### src/rtl/riscv_pkg.sv
// -----------------------------------------------------------------------------
// riscv_pkg
// Shared definitions for the instruction fetch path:
//   INST_NOP          - canonical NOP (addi x0, x0, 0) shown when no instruction
//   RESET_PC_DEFAULT  - default first fetch address after reset
//   ifu_state_e       - fetch FSM state encodings
//   fetch_entry_t     - one buffered instruction together with its address
// -----------------------------------------------------------------------------
package riscv_pkg;

    localparam logic [31:0] INST_NOP         = 32'h0000_0013;
    localparam logic [31:0] RESET_PC_DEFAULT = 32'h0000_0000;

    typedef enum logic [1:0] {
        IFU_IDLE = 2'd0,  // no request on the bus
        IFU_REQ  = 2'd1,  // mem_req_o high, waiting for grant
        IFU_WAIT = 2'd2   // one request granted, waiting for read data
    } ifu_state_e;

    typedef struct packed {
        logic [31:0] addr;
        logic [31:0] data;
    } fetch_entry_t;

endpackage

### src/rtl/ifetch_unit_if.sv
// -----------------------------------------------------------------------------
// ifetch_unit_if
// Instruction memory request/response bus between the fetch unit and memory.
//   mem_req_o    - fetch request (driven by fetch unit)
//   mem_addr_o   - word-aligned fetch address (driven by fetch unit)
//   mem_gnt_i    - request accepted this cycle (driven by memory)
//   mem_rvalid_i - read data valid (driven by memory)
//   mem_rdata_i  - read data (driven by memory)
// Modports: master = fetch unit side, slave = memory side.
// -----------------------------------------------------------------------------
interface ifetch_unit_if;

    logic        mem_req_o;
    logic [31:0] mem_addr_o;
    logic        mem_gnt_i;
    logic        mem_rvalid_i;
    logic [31:0] mem_rdata_i;

    modport master (
        output mem_req_o,
        output mem_addr_o,
        input  mem_gnt_i,
        input  mem_rvalid_i,
        input  mem_rdata_i
    );

    modport slave (
        input  mem_req_o,
        input  mem_addr_o,
        output mem_gnt_i,
        output mem_rvalid_i,
        output mem_rdata_i
    );

endinterface

### src/rtl/ifu_fifo.sv
// -----------------------------------------------------------------------------
// ifu_fifo
// Small synchronous FIFO buffering fetched instructions with their addresses.
//   clk, rst   - clock, synchronous active-high reset
//   flush      - empty the buffer this cycle (wins over push/pop)
//   push       - write push_data (accepted when not full, or full with a pop)
//   push_data  - entry to write
//   pop        - remove the head entry (ignored when empty)
//   head       - oldest entry, meaningful only when !empty
//   full/empty - occupancy flags
//   count      - current number of entries
// DEPTH must be a power of two (2 or 4) so the pointers wrap naturally.
// -----------------------------------------------------------------------------
module ifu_fifo
    import riscv_pkg::*;
#(
    parameter int DEPTH = 2
) (
    input  logic                         clk,
    input  logic                         rst,
    input  logic                         flush,
    input  logic                         push,
    input  fetch_entry_t                 push_data,
    input  logic                         pop,
    output fetch_entry_t                 head,
    output logic                         full,
    output logic                         empty,
    output logic [$clog2(DEPTH+1)-1:0]   count
);

    localparam int PTR_W = $clog2(DEPTH);
    localparam int CNT_W = $clog2(DEPTH + 1);

    fetch_entry_t     mem [DEPTH];
    logic [PTR_W-1:0] wr_ptr;
    logic [PTR_W-1:0] rd_ptr;
    logic [CNT_W-1:0] cnt;
    logic             do_push;
    logic             do_pop;

    assign full    = (cnt == CNT_W'(DEPTH));
    assign empty   = (cnt == '0);
    assign do_pop  = pop && !empty;
    // A push into a full buffer is legal when the head leaves in the same cycle.
    assign do_push = push && (!full || do_pop);
    assign head    = mem[rd_ptr];
    assign count   = cnt;

    // NOTE: sequential state uses non-blocking assignments so every register
    // samples pre-edge values regardless of statement order.
    always_ff @(posedge clk) begin
        if (rst || flush) begin
            wr_ptr <= '0;
            rd_ptr <= '0;
            cnt    <= '0;
        end else begin
            if (do_push) wr_ptr <= wr_ptr + PTR_W'(1);
            if (do_pop)  rd_ptr <= rd_ptr + PTR_W'(1);
            case ({do_push, do_pop})
                2'b10:   cnt <= cnt + CNT_W'(1);
                2'b01:   cnt <= cnt - CNT_W'(1);
                default: cnt <= cnt;
            endcase
        end
    end

    // NOTE: the storage array has no reset; validity is tracked by the
    // pointers and count, so stale contents are never observed.
    always_ff @(posedge clk) begin
        if (do_push && !flush && !rst) begin
            mem[wr_ptr] <= push_data;
        end
    end

endmodule

### src/rtl/ifetch_unit.sv
// -----------------------------------------------------------------------------
// ifetch_unit
// Instruction fetch unit: issues one word fetch at a time to instruction memory,
// buffers responses in ifu_fifo and hands them to if_id with a valid/ready
// handshake. Supports redirect (jump) with flush and pipeline hold.
//   clk, rst          - clock, synchronous active-high reset
//   jump_en_i         - redirect request; jump_addr_i is the target
//   hold_flag_i       - pipeline stall: hides output, blocks pops and new fetches
//   mem               - instruction memory bus (ifetch_unit_if.master)
//   inst_valid_o      - instruction available; inst_o / inst_addr_o describe it
//   inst_ready_i      - if_id accepts the instruction
//   addr_misalign_o   - one-cycle pulse after a jump to a non-word-aligned target
// Parameters: RESET_PC (first fetch address), FIFO_DEPTH (2 or 4).
// Build option: define IFU_MISALIGN_CHK_EN to enable the misaligned-jump check;
// otherwise addr_misalign_o is constant 0.
// -----------------------------------------------------------------------------
module ifetch_unit
    import riscv_pkg::*;
#(
    parameter logic [31:0] RESET_PC   = RESET_PC_DEFAULT,
    parameter int          FIFO_DEPTH = 2
) (
    input  logic                 clk,
    input  logic                 rst,
    input  logic                 jump_en_i,
    input  logic [31:0]          jump_addr_i,
    input  logic                 hold_flag_i,
    ifetch_unit_if.master        mem,
    output logic                 inst_valid_o,
    output logic [31:0]          inst_o,
    output logic [31:0]          inst_addr_o,
    input  logic                 inst_ready_i,
    output logic                 addr_misalign_o
);

    localparam int CNT_W = $clog2(FIFO_DEPTH + 1);

    ifu_state_e       state;
    logic [31:0]      pc;         // next address to request
    logic [31:0]      req_addr;   // address of the granted, outstanding request
    logic             discard;    // outstanding response belongs to a flushed stream
    logic             mem_req;

    logic [31:0]      jump_pc;
    logic             accept;
    logic             pop_fire;
    logic             idle_space;
    logic             wait_space;

    fetch_entry_t     push_data;
    fetch_entry_t     head;
    logic             fifo_empty;
    logic             unused_fifo_full;
    logic [CNT_W-1:0] fifo_count;

    assign jump_pc = {jump_addr_i[31:2], 2'b00};

    // A response is kept only if it answers a live request and no redirect
    // is happening in the same cycle.
    assign accept = (state == IFU_WAIT) && mem.mem_rvalid_i && !discard && !jump_en_i;

    assign inst_valid_o = !fifo_empty && !hold_flag_i && !jump_en_i;
    assign pop_fire     = inst_valid_o && inst_ready_i;
    assign inst_o       = fifo_empty ? INST_NOP : head.data;
    assign inst_addr_o  = fifo_empty ? 32'h0    : head.addr;

    // Room checks count the outstanding request as an occupied slot.
    // In IDLE nothing is outstanding; in WAIT the arriving response takes a
    // slot, so another fetch fits if one more slot is free or the head leaves.
    assign idle_space = (fifo_count < CNT_W'(FIFO_DEPTH));
    assign wait_space = pop_fire || (fifo_count < CNT_W'(FIFO_DEPTH - 1));

    assign push_data = '{addr: req_addr, data: mem.mem_rdata_i};

    assign mem.mem_req_o  = mem_req;
    assign mem.mem_addr_o = pc;

    ifu_fifo #(
        .DEPTH (FIFO_DEPTH)
    ) u_fifo (
        .clk       (clk),
        .rst       (rst),
        .flush     (jump_en_i),
        .push      (accept),
        .push_data (push_data),
        .pop       (pop_fire),
        .head      (head),
        .full      (unused_fifo_full),
        .empty     (fifo_empty),
        .count     (fifo_count)
    );

    always_ff @(posedge clk) begin
        if (rst) begin
            state    <= IFU_IDLE;
            pc       <= RESET_PC;
            req_addr <= RESET_PC;
            discard  <= 1'b0;
            mem_req  <= 1'b0;
        end else begin
            case (state)
                IFU_IDLE: begin
                    if (jump_en_i) begin
                        pc      <= jump_pc;
                        state   <= IFU_REQ;
                        mem_req <= 1'b1;
                    end else if (!hold_flag_i && idle_space) begin
                        state   <= IFU_REQ;
                        mem_req <= 1'b1;
                    end
                end

                IFU_REQ: begin
                    if (mem.mem_gnt_i) begin
                        // A grant coinciding with a jump still leaves a request
                        // in flight; its data is marked for discard.
                        req_addr <= pc;
                        pc       <= jump_en_i ? jump_pc : pc + 32'd4;
                        discard  <= jump_en_i;
                        state    <= IFU_WAIT;
                        mem_req  <= 1'b0;
                    end else if (jump_en_i) begin
                        pc <= jump_pc;
                    end
                end

                IFU_WAIT: begin
                    if (jump_en_i) begin
                        pc <= jump_pc;
                    end
                    if (mem.mem_rvalid_i) begin
                        discard <= 1'b0;
                        // After a redirect the buffer is empty, so refetch at once.
                        if (jump_en_i || discard || wait_space) begin
                            state   <= IFU_REQ;
                            mem_req <= 1'b1;
                        end else begin
                            state   <= IFU_IDLE;
                            mem_req <= 1'b0;
                        end
                    end else if (jump_en_i) begin
                        // Keep waiting so only one request is ever outstanding.
                        discard <= 1'b1;
                    end
                end

                default: begin
                    state   <= IFU_IDLE;
                    mem_req <= 1'b0;
                end
            endcase
        end
    end

`ifdef IFU_MISALIGN_CHK_EN
    logic misalign_q;

    always_ff @(posedge clk) begin
        if (rst) begin
            misalign_q <= 1'b0;
        end else begin
            misalign_q <= jump_en_i && (jump_addr_i[1:0] != 2'b00);
        end
    end

    assign addr_misalign_o = misalign_q;
`else
    logic unused_jump_lsb;

    assign unused_jump_lsb = ^jump_addr_i[1:0];
    assign addr_misalign_o = 1'b0;
`endif

endmodule

### src/flat_wrapper.sv
// flat-port wrapper written by rule: the top's interface ports become plain ports
module ifetch_unit_flat import riscv_pkg::*;
#(
    parameter logic [31:0] RESET_PC   = RESET_PC_DEFAULT,
    parameter int          FIFO_DEPTH = 2
)
  (clk, rst, jump_en_i, jump_addr_i, hold_flag_i, inst_valid_o, inst_o, inst_addr_o, inst_ready_i, addr_misalign_o, mem_mem_req_o, mem_mem_addr_o, mem_mem_gnt_i, mem_mem_rvalid_i, mem_mem_rdata_i);
  ifetch_unit_if mem_i ();
  input  logic clk;
  input  logic rst;
  input  logic jump_en_i;
  input  logic [31:0] jump_addr_i;
  input  logic hold_flag_i;
  output logic inst_valid_o;
  output logic [31:0] inst_o;
  output logic [31:0] inst_addr_o;
  input  logic inst_ready_i;
  output logic addr_misalign_o;
  output wire logic [$bits(mem_i.mem_req_o)-1:0] mem_mem_req_o;
  output wire logic [$bits(mem_i.mem_addr_o)-1:0] mem_mem_addr_o;
  input wire logic [$bits(mem_i.mem_gnt_i)-1:0] mem_mem_gnt_i;
  input wire logic [$bits(mem_i.mem_rvalid_i)-1:0] mem_mem_rvalid_i;
  input wire logic [$bits(mem_i.mem_rdata_i)-1:0] mem_mem_rdata_i;
  assign mem_mem_req_o = mem_i.mem_req_o;
  assign mem_mem_addr_o = mem_i.mem_addr_o;
  assign mem_i.mem_gnt_i = mem_mem_gnt_i;
  assign mem_i.mem_rvalid_i = mem_mem_rvalid_i;
  assign mem_i.mem_rdata_i = mem_mem_rdata_i;
  ifetch_unit #(.RESET_PC(RESET_PC), .FIFO_DEPTH(FIFO_DEPTH)) u_core (.clk(clk), .rst(rst), .jump_en_i(jump_en_i), .jump_addr_i(jump_addr_i), .hold_flag_i(hold_flag_i), .mem(mem_i), .inst_valid_o(inst_valid_o), .inst_o(inst_o), .inst_addr_o(inst_addr_o), .inst_ready_i(inst_ready_i), .addr_misalign_o(addr_misalign_o));
endmodule
### config.mk
export PLATFORM = sky130hd
export DESIGN_NAME = ifetch_unit_flat
export DESIGN_NICKNAME = d
export VERILOG_FILES = /design/src/rtl/riscv_pkg.sv /design/src/rtl/ifetch_unit_if.sv /design/src/rtl/ifu_fifo.sv /design/src/rtl/ifetch_unit.sv /design/src/flat_wrapper.sv
export SDC_FILE = /design/constraint.sdc
export NUM_CORES = 1
export LEC_CHECK = 0
export BUFFER_PORTS_ARGS = -buffer_cell sky130_fd_sc_hd__buf_2
export CORE_MARGIN = 2
export CORE_UTILIZATION = 40
export DETAILED_ROUTE_END_ITERATION = 8
export PLACE_DENSITY = 0.69
export SETUP_SLACK_MARGIN = 0.05
export SYNTH_ARGS = -nofsm -noshare
export SYNTH_HDL_FRONTEND = slang
export SYNTH_HIERARCHICAL = 1
export SYNTH_SLANG_ARGS = --single-unit
### constraint.sdc
create_clock -name clk -period 11.5 [get_ports clk]
set_input_delay 0.575 -clock clk [delete_from_list [all_inputs] [get_ports clk]]
set_output_delay 0.575 -clock clk [all_outputs]
set_load 0.01 [all_outputs]
==> impl_metrics.tcl, run 1 <==
set metrics [dict create \
    power.sequential.fraction_pct 48.9 \
    detailedPlacementHpwl_um 13200 \
    total_die_area_um2 23000 \
    synth.cell_area_um2 8720 \
    detailedRoute.firstPassIterationCount 5 \
    netSwitchingPower_mw 0.367 \
    power-per-cell-area_nw_per_um2 155 \
    cts_tree "built" \
    slew-limit-headroom_pct 29.6 \
    syn_nets 816 \
    clk_latency_ps 500 \
    dieWidth_um 152 \
    n_fill_cell 2036 \
    global_route.usage.total_pct 17.6 \
    cts_hold_buffers 0 \
    drt-vias-per-instance 5.33 \
    critical_path_peak_fanout 65 \
    cp-start-kind "flop" \
    vias 6357 \
    finalClockSkew_ps 10.8 \
    post_synth.cell_area_avg_um2 11.7 \
    hold_path_class "input port to flop" \
    combinationalPowerShare_pct 5.3 \
    start_util_pct 40.3 \
    min_from "mem_mem_rdata_i[8]" \
    vdd.ir_drop.worst_mv 0.0941 \
    max_slew.worst_pin.slew_ps 1050 \
    grt_start_max_net_pins 66 \
    final_net_count 969 \
    rows 54 \
    drt_first_iter_violations 529 \
    antenna_cells_inserted 0 \
    max_cap_violations 0 \
    maximum_clock_path_buffer_count 3 \
    crit_path_end_kind "flop" \
    max_clock_freq_mhz 280 \
    detail_route.wl_per_cell_um 17.5 \
    die_y_um 152 \
    timing_hold_violations_final 0 \
    seq_area_um2 5310 \
    final_period_minus_worst_setup_slack_ps 3580 \
    clkSinkCount 201 \
    grt_first_pass_wirelength_um 31900 \
    grt_antenna_before_repair 0 \
    first_element_of_the_critical_path "u_core/u_fifo/count[1]$_SDFFE_PP0P_" \
    core_um2 21600 \
    switching_share_pct 22.5 \
    detail_route.drc_violations 0 \
    yosysWarningCount 6 \
    report.final.setup_viol 0 \
    buffer_ports.inserted 166 \
    grt_setup_unrepaired "false" \
    cts_setup_buffers 0 \
    reg2reg_from "u_core/u_fifo/count[1]$_SDFFE_PP0P_" \
    cell_internal_pwr_mw 1.27 \
    fin_setup_tns_ps 0 \
    vias_in_the_first_global_route 5980 \
    pwr-share-clk_pct 45.8 \
    worst-endpoint-required_ps 11620 \
    cts_resized 0 \
    cts_inserted_buffers 23 \
    fin_util_pct 48.7 \
    status "completed" \
    timing_max_transition_violations_final 0 \
    routabilityCongestion 0.855 \
    post-route-period-util_pct 31.1 \
    leakagePower_nw 3.82 \
    multi_input_comb_area_um2 3150 \
    drive_gt1_share_pct 32.9 \
    htree_levels 1 \
    root_buffer "sky130_fd_sc_hd__clkbuf_16" \
    areaGrowthSynthToFinish_pct 20.8 \
    clock_slew_at_reported_path_ffs_ps 60 \
    worstPathArrival_ps 3700 \
    grt-ovfl-total 0 \
    route.final.wire_length_um 20900 \
    crit_type "flop to flop" \
    pin_count 170 \
    syn_inst 744 \
    antenna_violating_nets_post_route 0 \
]
[power by group through the flow]
stage / Combinational [mW] / Sequential (mW) / Clock, mW
final: 0.0872 / 0.798 / 0.749
after global routing: 0.0957 / 0.800 / 0.796
after floorplan: 0.0491 / 0.808 / 0
after CTS: 0.0868 / 0.798 / 0.763
after global placement: 0.0843 / 0.813 / 0
after detailed placement: 0.0863 / 0.813 / 0
[final cells by class]
cell class / instances / area share (%)
inverters: 10 / 0.356
clock inverters: 15 / 1.59
multi-input cells: 486 / 29.9
well taps: 280 / 3.33
flip-flops and latches: 201 / 50.4
repair buffers: 175 / 8.53
clock buffers: 26 / 5.87
[path summary, 6_finish.rpt]
check        slack (ps)  depth (start not counted)                            endpoint
max                7920                          8   u_core/u_fifo/mem[1][4]$_DFFE_PP_
min                 260                          1   u_core/u_fifo/mem[1][8]$_DFFE_PP_
max reg2reg        7920                          8   u_core/u_fifo/mem[1][4]$_DFFE_PP_
min reg2reg         450                          0  u_core/u_fifo/mem[1][49]$_DFFE_PP_
[metrics by stage]
step / hold slack [ps] / power [mW] / cell area (µm²) / instances / setup WS [ps]
2_1_floorplan: 425 / 0.858 / 8720 / 744 / 2490
3_3_place_gp: 432 / 0.897 / 9750 / 1152 / 7920
3_5_place_dp: 440 / 0.900 / 9750 / 1152 / 7880
4_1_cts: 243 / 1.65 / 10500 / 1193 / 7890
5_1_grt: 236 / 1.69 / 10500 / 1193 / 7660
6_report: 262 / 1.63 / 10500 / 1193 / 7920
[layout by cell type, fill, tap and decap left out, drive strengths merged, types with 4 or more instances in the layout]
master,n
clkinvlp,5
a32o,4
a31oi,6
mux2,66
nand2,98
nand4,11
a221oi,4
mux2i,5
buf,175
inv,11
o21ai,21
nand3,15
edfxtp,128
clkinv,6
nand2b,6
nor4,10
and3,10
clkbuf,26
nor2,32
or2,5
a211oi,6
nor3,13
a21o,4
nor2b,64
dfxtp,73
a21oi,55
[layer usage]
metal | up-vias | track usage, % | share of wire, % | wire, µm
li1 | 3030 | - | - | -
met1 | 3025 | 24.8 | 46 | 9520
met2 | 278 | 27.9 | 45 | 9390
met3 | 24 | 3.38 | 8.3 | 1740
met4 | 0 | 4.31 | 1.3 | 272
met5 | - | 0 | 0 | 0
[critical path: stages (launching register included)]
cell and delay (ps):
sky130_fd_sc_hd__dfxtp_1 530, sky130_fd_sc_hd__nor2_4 60, sky130_fd_sc_hd__buf_4 350, sky130_fd_sc_hd__nor3_1 280, sky130_fd_sc_hd__nand2_1 140, sky130_fd_sc_hd__inv_1 160, sky130_fd_sc_hd__o21ai_2 110, sky130_fd_sc_hd__nor4b_2 680
sky130_fd_sc_hd__buf_4 780
[registers in the layout, summed over array words and instances, names as in the netlist, named ones only]
register               cells
u_core/u_fifo/rd_ptr       1
u_core/mem.mem_req_o       1
u_core/u_fifo/wr_ptr       1
u_core/req_addr           32
u_core/mem.mem_addr_o     32
u_core/u_fifo/mem        128
u_core/u_fifo/count        2
u_core/discard             1
u_core/state               2
Note: power is estimated with default switching activity, not from simulation.
==> inputs of run 2 (changes only) <==
--- a/config.mk
+++ b/config.mk
@@ -5,11 +5,12 @@
 export SDC_FILE = /design/constraint.sdc
 export NUM_CORES = 1
 export LEC_CHECK = 0
+export ABC_AREA = 1
 export BUFFER_PORTS_ARGS = -buffer_cell sky130_fd_sc_hd__buf_2
 export CORE_MARGIN = 2
 export CORE_UTILIZATION = 40
 export DETAILED_ROUTE_END_ITERATION = 8
-export PLACE_DENSITY = 0.69
+export PLACE_DENSITY = 0.71
 export SETUP_SLACK_MARGIN = 0.05
 export SYNTH_ARGS = -nofsm -noshare
 export SYNTH_HDL_FRONTEND = slang
==> constraint.sdc (replaced) <==
create_clock -name clk -period 3.2 [get_ports clk]
set_input_delay 0.16 -clock clk [delete_from_list [all_inputs] [get_ports clk]]
set_output_delay 0.16 -clock clk [all_outputs]
set_load 0.01 [all_outputs]
==> impl_metrics.tcl, run 2 <==
set metrics [dict create \
    min_from "jump_addr_i[12]" \
    die_y_um 157 \
    clkSinkCount 201 \
    status "completed" \
    cts_inserted_buffers 23 \
    layout_common_cells "sky130_fd_sc_hd__buf_2, sky130_fd_sc_hd__nor2_1, sky130_fd_sc_hd__edfxtp_1" \
    cts_setup_buffers 0 \
    slew-limit-headroom_pct 30.5 \
    max_stage_delay_ps 530 \
    worst_case_hold_slack_ps 30.8 \
    grt-ovfl-total 0 \
    timing_hold_violations_final 0 \
    final_design_area_no_fill_um2 11600 \
    cp-start-kind "flop" \
    crit_type "flop to flop" \
    detail_route.drc_violations 0 \
    clock_slew_at_reported_path_ffs_ps 60 \
    combinationalPowerShare_pct 8.3 \
    report.final.setup_viol 0 \
    holdPathEnd "u_core/mem.mem_addr_o[12]$_SDFFE_PP0P_" \
    most_common_library_cell_in_the_layout_ignoring_fill_and_taps "sky130_fd_sc_hd__buf_2" \
    vias_in_the_first_global_route 7048 \
    drt-vias-per-instance 5.08 \
    timing_max_transition_violations_final 0 \
    rr_worst_depth 7 \
    start_util_pct 41.0 \
    timing.reg2reg.setup_slack_ps 590 \
    vias 7513 \
    detailedPlacementHpwl_um 15300 \
    max_clock_freq_mhz 384 \
    dieWidth_um 157 \
    worstPathArrival_ps 2750 \
    netSwitchingPower_mw 1.38 \
    rows 55 \
    finalClockSkew_ps 22.2 \
    antenna_violating_nets_post_route 0 \
    leakagePower_nw 4.75 \
    crit_path_end_kind "flop" \
    detailedRoute.firstPassIterationCount 7 \
    max_cap_violations 0 \
    final_net_count 1223 \
    placed_area_um2 10500 \
    cts_hold_buffers 40 \
    r2r_end "u_core/u_fifo/mem[0][28]$_DFFE_PP_" \
    power-per-cell-area_nw_per_um2 515 \
    htree_levels 1 \
    route.final.wire_length_um 23500 \
    worst-endpoint-required_ps 3350 \
    reg2reg_from "u_core/state[0]$_SDFFE_PP0P_" \
    dp_cells 1399 \
    critical_path_peak_fanout 64 \
    grt_antenna_before_repair 0 \
    core_um2 22800 \
    max_slew.worst_pin.slew_ps 1040 \
    cell_internal_pwr_mw 4.59 \
    grt_start_max_net_pins 65 \
    fin_setup_tns_ps 0 \
    min_path_cells 5 \
    global_route.usage.total_pct 18.6 \
    power.sequential.fraction_pct 49.6 \
    cts_resized 0 \
    vdd.ir_drop.worst_mv 0.341 \
    pwr-share-clk_pct 42.1 \
    total_die_area_um2 24600 \
    hold_path_class "input port to flop" \
    detail_route.wl_per_cell_um 15.9 \
    buffer_ports.inserted 166 \
    areaGrowthSynthToFinish_pct 24.1 \
    largest_register "u_core/u_fifo/mem" \
    switching_share_pct 23.2 \
    pin_count 170 \
    syn_nets 1029 \
    root_buffer "sky130_fd_sc_hd__clkbuf_16" \
    routabilityCongestion 0.905 \
    post_layout_nonfiller_instances 1478 \
    antenna_cells_inserted 0 \
    synth.cell_area_um2 9330 \
    clk_latency_ps 510 \
    final_period_minus_worst_setup_slack_ps 2610 \
    cts_tree "built" \
    critical-path-slowest-cell "sky130_fd_sc_hd__nor4_1" \
    grt_setup_unrepaired "false" \
    syn_inst 957 \
    maximum_clock_path_buffer_count 3 \
    yosysWarningCount 6 \
    grt_first_pass_wirelength_um 36300 \
    post-route-period-util_pct 81.4 \
    post_synth.cell_area_avg_um2 9.75 \
    largest_register_ff_count 128 \
    drive_gt1_share_pct 28.3 \
    critical_path_cell_by_cell "inv_2 > nand2_1 > nor4_1 > o21ai_2 > or2_1 > nor2_4 > buf_12" \
    drt_first_iter_violations 592 \
]
[run 2: worst max path at each step]
stage                                             from                            endpoint  slack, ps  cells after the start
final                     u_core/state[0]$_SDFFE_PP0P_  u_core/u_fifo/mem[0][28]$_DFFE_PP_        590                      7
after global routing      u_core/state[0]$_SDFFE_PP0P_  u_core/u_fifo/mem[0][19]$_DFFE_PP_        470                      7
after CTS                 u_core/state[0]$_SDFFE_PP0P_   u_core/u_fifo/mem[0][3]$_DFFE_PP_        630                      7
after detailed placement  u_core/state[0]$_SDFFE_PP0P_  u_core/u_fifo/mem[0][28]$_DFFE_PP_        650                      7
after global placement    u_core/state[0]$_SDFFE_PP0P_  u_core/u_fifo/mem[0][28]$_DFFE_PP_        710                      7
after floorplan           u_core/state[0]$_SDFFE_PP0P_   u_core/u_fifo/mem[0][0]$_DFFE_PP_        370                      7
[run 2: per-stage QoR]
stage	setup slack, ps	utilization, %	power [mW]
floorplan	366	-	3.27
global placement	707	45.9	3.44
detailed placement	648	45.9	3.46
CTS	633	50.8	6.03
global route	465	50.8	6.21
finish	594	50.8	5.97
[run 2: cell type report]
| type | instances | area, µm² |
|---|---|---|
| fillers | 2071 | 11200 |
| flip-flops and latches | 201 | 5310 |
| multi-input cells | 584 | 3350 |
| repair buffers | 214 | 1330 |
| clock buffers | 31 | 636 |
| inverters | 127 | 477 |
| well taps | 313 | 392 |
| clock inverters | 8 | 93.8 |
[run 2: power by group through the flow]
stage,Clock [mW],Sequential (mW),Combinational [mW]
floorplan,0,2.99,0.278
global placement,0,3.01,0.434
detailed placement,0,3.01,0.445
CTS,2.59,2.96,0.487
global route,2.69,2.97,0.545
finish,2.51,2.96,0.495
[run 2: per-layer routing]
metal,GRT usage (%),vias up,part of all wire [%]
met2,29.9,322,45
met5,0,-,0
met1,25.2,3523,44
li1,-,3625,-
met3,3.41,43,7.5
met4,6.82,0,3.2
[run 2: worst max-delay path, delay by kind of cell (launching register included)]
family	cells	cell delay (ps)
flip-flops	1	400
buffers and inverters	2	540
AND/OR/NAND/NOR	4	1080
AO/OA/AOI/OAI	1	190
==> inputs of run 3 (changes only) <==
--- a/config.mk
+++ b/config.mk
@@ -10,7 +10,7 @@
 export CORE_MARGIN = 2
 export CORE_UTILIZATION = 40
 export DETAILED_ROUTE_END_ITERATION = 8
-export PLACE_DENSITY = 0.71
+export PLACE_DENSITY = 0.69
 export SETUP_SLACK_MARGIN = 0.05
 export SYNTH_ARGS = -nofsm -noshare
 export SYNTH_HDL_FRONTEND = slang
==> constraint.sdc (replaced) <==
create_clock -name clk -period 2.75 [get_ports clk]
set_input_delay 0.1375 -clock clk [delete_from_list [all_inputs] [get_ports clk]]
set_output_delay 0.1375 -clock clk [all_outputs]
set_load 0.01 [all_outputs]
==> impl_metrics.tcl, run 3 (synthesis gave the netlist of run 2 again) <==
set metrics [dict create \
    status "completed" \
    pin_count 170 \
    most_common_library_cell_in_the_layout_ignoring_fill_and_taps "sky130_fd_sc_hd__buf_2" \
    worstPathArrival_ps 2880 \
    post-route-period-util_pct 90.5 \
    vdd.ir_drop.worst_mv 0.495 \
    global_route.usage.total_pct 18.7 \
    timing_hold_violations_final 0 \
    slew-limit-headroom_pct 55.9 \
    routabilityCongestion 0.943 \
    clkSinkCount 201 \
    largest_register "u_core/u_fifo/mem" \
    clock_slew_at_reported_path_ffs_ps 60 \
    rr_worst_depth 8 \
    power.sequential.fraction_pct 49.2 \
    die_y_um 157 \
    core_um2 22800 \
    buffer_ports.inserted 166 \
    vias_in_the_first_global_route 7051 \
    vias 7397 \
    route.final.wire_length_um 23200 \
    cell_internal_pwr_mw 5.31 \
    dp_cells 1404 \
    htree_levels 1 \
    leakagePower_nw 4.84 \
    drt_first_iter_violations 441 \
    timing_max_transition_violations_final 0 \
    max_slew.worst_pin.slew_ps 661 \
    critical_path_peak_fanout 12 \
    drive_gt1_share_pct 29.4 \
    final_net_count 1237 \
    cts_tree "built" \
    antenna_cells_inserted 0 \
    total_die_area_um2 24600 \
    cts_inserted_buffers 24 \
    crit_end "u_core/mem.mem_addr_o[10]$_SDFFE_PP0P_" \
    grt-ovfl-total 0 \
    first_element_of_the_critical_path "u_core/state[0]$_SDFFE_PP0P_" \
    netSwitchingPower_mw 1.69 \
    hold_path_class "input port to flop" \
    max_clock_freq_mhz 402 \
    clk_latency_ps 510 \
    largest_register_ff_count 128 \
    detail_route.wl_per_cell_um 15.5 \
    fin_setup_tns_ps 0 \
    layout_common_cells "sky130_fd_sc_hd__buf_2, sky130_fd_sc_hd__nor2_1, sky130_fd_sc_hd__edfxtp_1" \
    root_buffer "sky130_fd_sc_hd__clkbuf_16" \
    cp-start-kind "flop" \
    r2r_end "u_core/mem.mem_addr_o[10]$_SDFFE_PP0P_" \
    areaGrowthSynthToFinish_pct 25.9 \
    maximum_clock_path_buffer_count 3 \
    crit_path_end_kind "flop" \
    antenna_violating_nets_post_route 0 \
    detailedPlacementHpwl_um 15400 \
    report.final.setup_viol 0 \
    post_layout_nonfiller_instances 1496 \
    detailedRoute.firstPassIterationCount 4 \
    start_util_pct 41.0 \
    dieWidth_um 157 \
    pwr-share-clk_pct 42.4 \
    max_cap_violations 0 \
    crit_type "flop to flop" \
    power-per-cell-area_nw_per_um2 596 \
    combinationalPowerShare_pct 8.4 \
    reg2reg_from "u_core/state[0]$_SDFFE_PP0P_" \
    detail_route.drc_violations 0 \
    n_fill_cell 2080 \
    grt_setup_unrepaired "false" \
    switching_share_pct 24.2 \
    grt_start_max_net_pins 65 \
    timing.reg2reg.setup_slack_ps 260 \
    finalClockSkew_ps 8.51 \
    drt-vias-per-instance 4.94 \
    grt_antenna_before_repair 0 \
    grt_first_pass_wirelength_um 36500 \
    final_period_minus_worst_setup_slack_ps 2490 \
    worst-endpoint-required_ps 3140 \
    rows 55 \
]
-- run 3: how the worst min path moves through the flow --
stage          slack (ps)                start  cells past startpoint                                endpoint
2_1_floorplan         240   mem_mem_rdata_i[0]                      0       u_core/u_fifo/mem[0][0]$_DFFE_PP_
3_3_place_gp          330  mem_mem_rdata_i[23]                      1      u_core/u_fifo/mem[1][23]$_DFFE_PP_
3_5_place_dp          330  mem_mem_rdata_i[15]                      1      u_core/u_fifo/mem[0][15]$_DFFE_PP_
4_1_cts                 4      jump_addr_i[13]                      5  u_core/mem.mem_addr_o[13]$_SDFFE_PP0P_
5_1_grt                50      jump_addr_i[23]                      5  u_core/mem.mem_addr_o[23]$_SDFFE_PP0P_
6_report               10      jump_addr_i[13]                      5  u_core/mem.mem_addr_o[13]$_SDFFE_PP0P_
-- run 3: layout make-up --
| cell class | count | area, µm² | share of cell area [%] |
|---|---|---|---|
| Clock inverter | 12 | 76.3 | 0.650 |
| Multi-Input combinational cell | 584 | 3370 | 28.7 |
| Timing Repair Buffer | 227 | 1450 | 12.3 |
| Clock buffer | 32 | 683 | 5.82 |
| Tap cell | 313 | 392 | 3.33 |
| Sequential cell | 201 | 5310 | 45.2 |
| Inverter | 127 | 477 | 4.06 |
-- run 3: layer usage --
metal / part of all wire (%) / global-route usage (%) / vias to the layer above
met5: 0 / 0 / -
met4: 3.2 / 6.16 / 0
met3: 7.2 / 3.74 / 44
met2: 44 / 29.6 / 275
met1: 46 / 25.8 / 3427
li1: - / - / 3651
-- run 3: repair_timing --
item                                   4_1_cts  5_1_grt
buffers inserted                             0        0
gates resized for setup                      0        1
hold buffers                                48        0
endpoints found under the hold margin       81        0
setup endpoints to repair                    0        2
-- run 3: power by group through the flow --
stage | Combinational, mW | Sequential [mW] | Clock (mW)
6_report | 0.591 | 3.45 | 2.97
5_1_grt | 0.658 | 3.46 | 3.16
3_5_place_dp | 0.527 | 3.51 | 0
4_1_cts | 0.586 | 3.44 | 3.04
2_1_floorplan | 0.324 | 3.48 | 0
3_3_place_gp | 0.515 | 3.50 | 0
-- run 3: metrics by stage --
| step | setup slack, ps | util, % | instance area, µm² | hold slack (ps) | power (mW) |
|---|---|---|---|---|---|
| after global placement | 396 | 46.1 | 10500 | 325 | 4.02 |
| after global routing | 63.4 | 51.6 | 11700 | 49.5 | 7.29 |
| after floorplan | 63.6 | - | 9360 | 236 | 3.80 |
| after detailed placement | 336 | 46.1 | 10500 | 332 | 4.03 |
| final | 262 | 51.6 | 11700 | 14.1 | 7.01 |
| after CTS | 202 | 51.6 | 11700 | 3.67 | 7.07 |
-- run 3: worst max-delay path, cell delays in order (launching register included) --
cell                            delay (ps)
sky130_fd_sc_hd__dfxtp_1               510
sky130_fd_sc_hd__nand2_1               410
sky130_fd_sc_hd__nand2_2               330
sky130_fd_sc_hd__inv_2                 170
sky130_fd_sc_hd__nand2_1               100
sky130_fd_sc_hd__o21ai_0                70
sky130_fd_sc_hd__a31oi_1               160
sky130_fd_sc_hd__nor2_1                 60
sky130_fd_sc_hd__dlygate4sd3_1         560
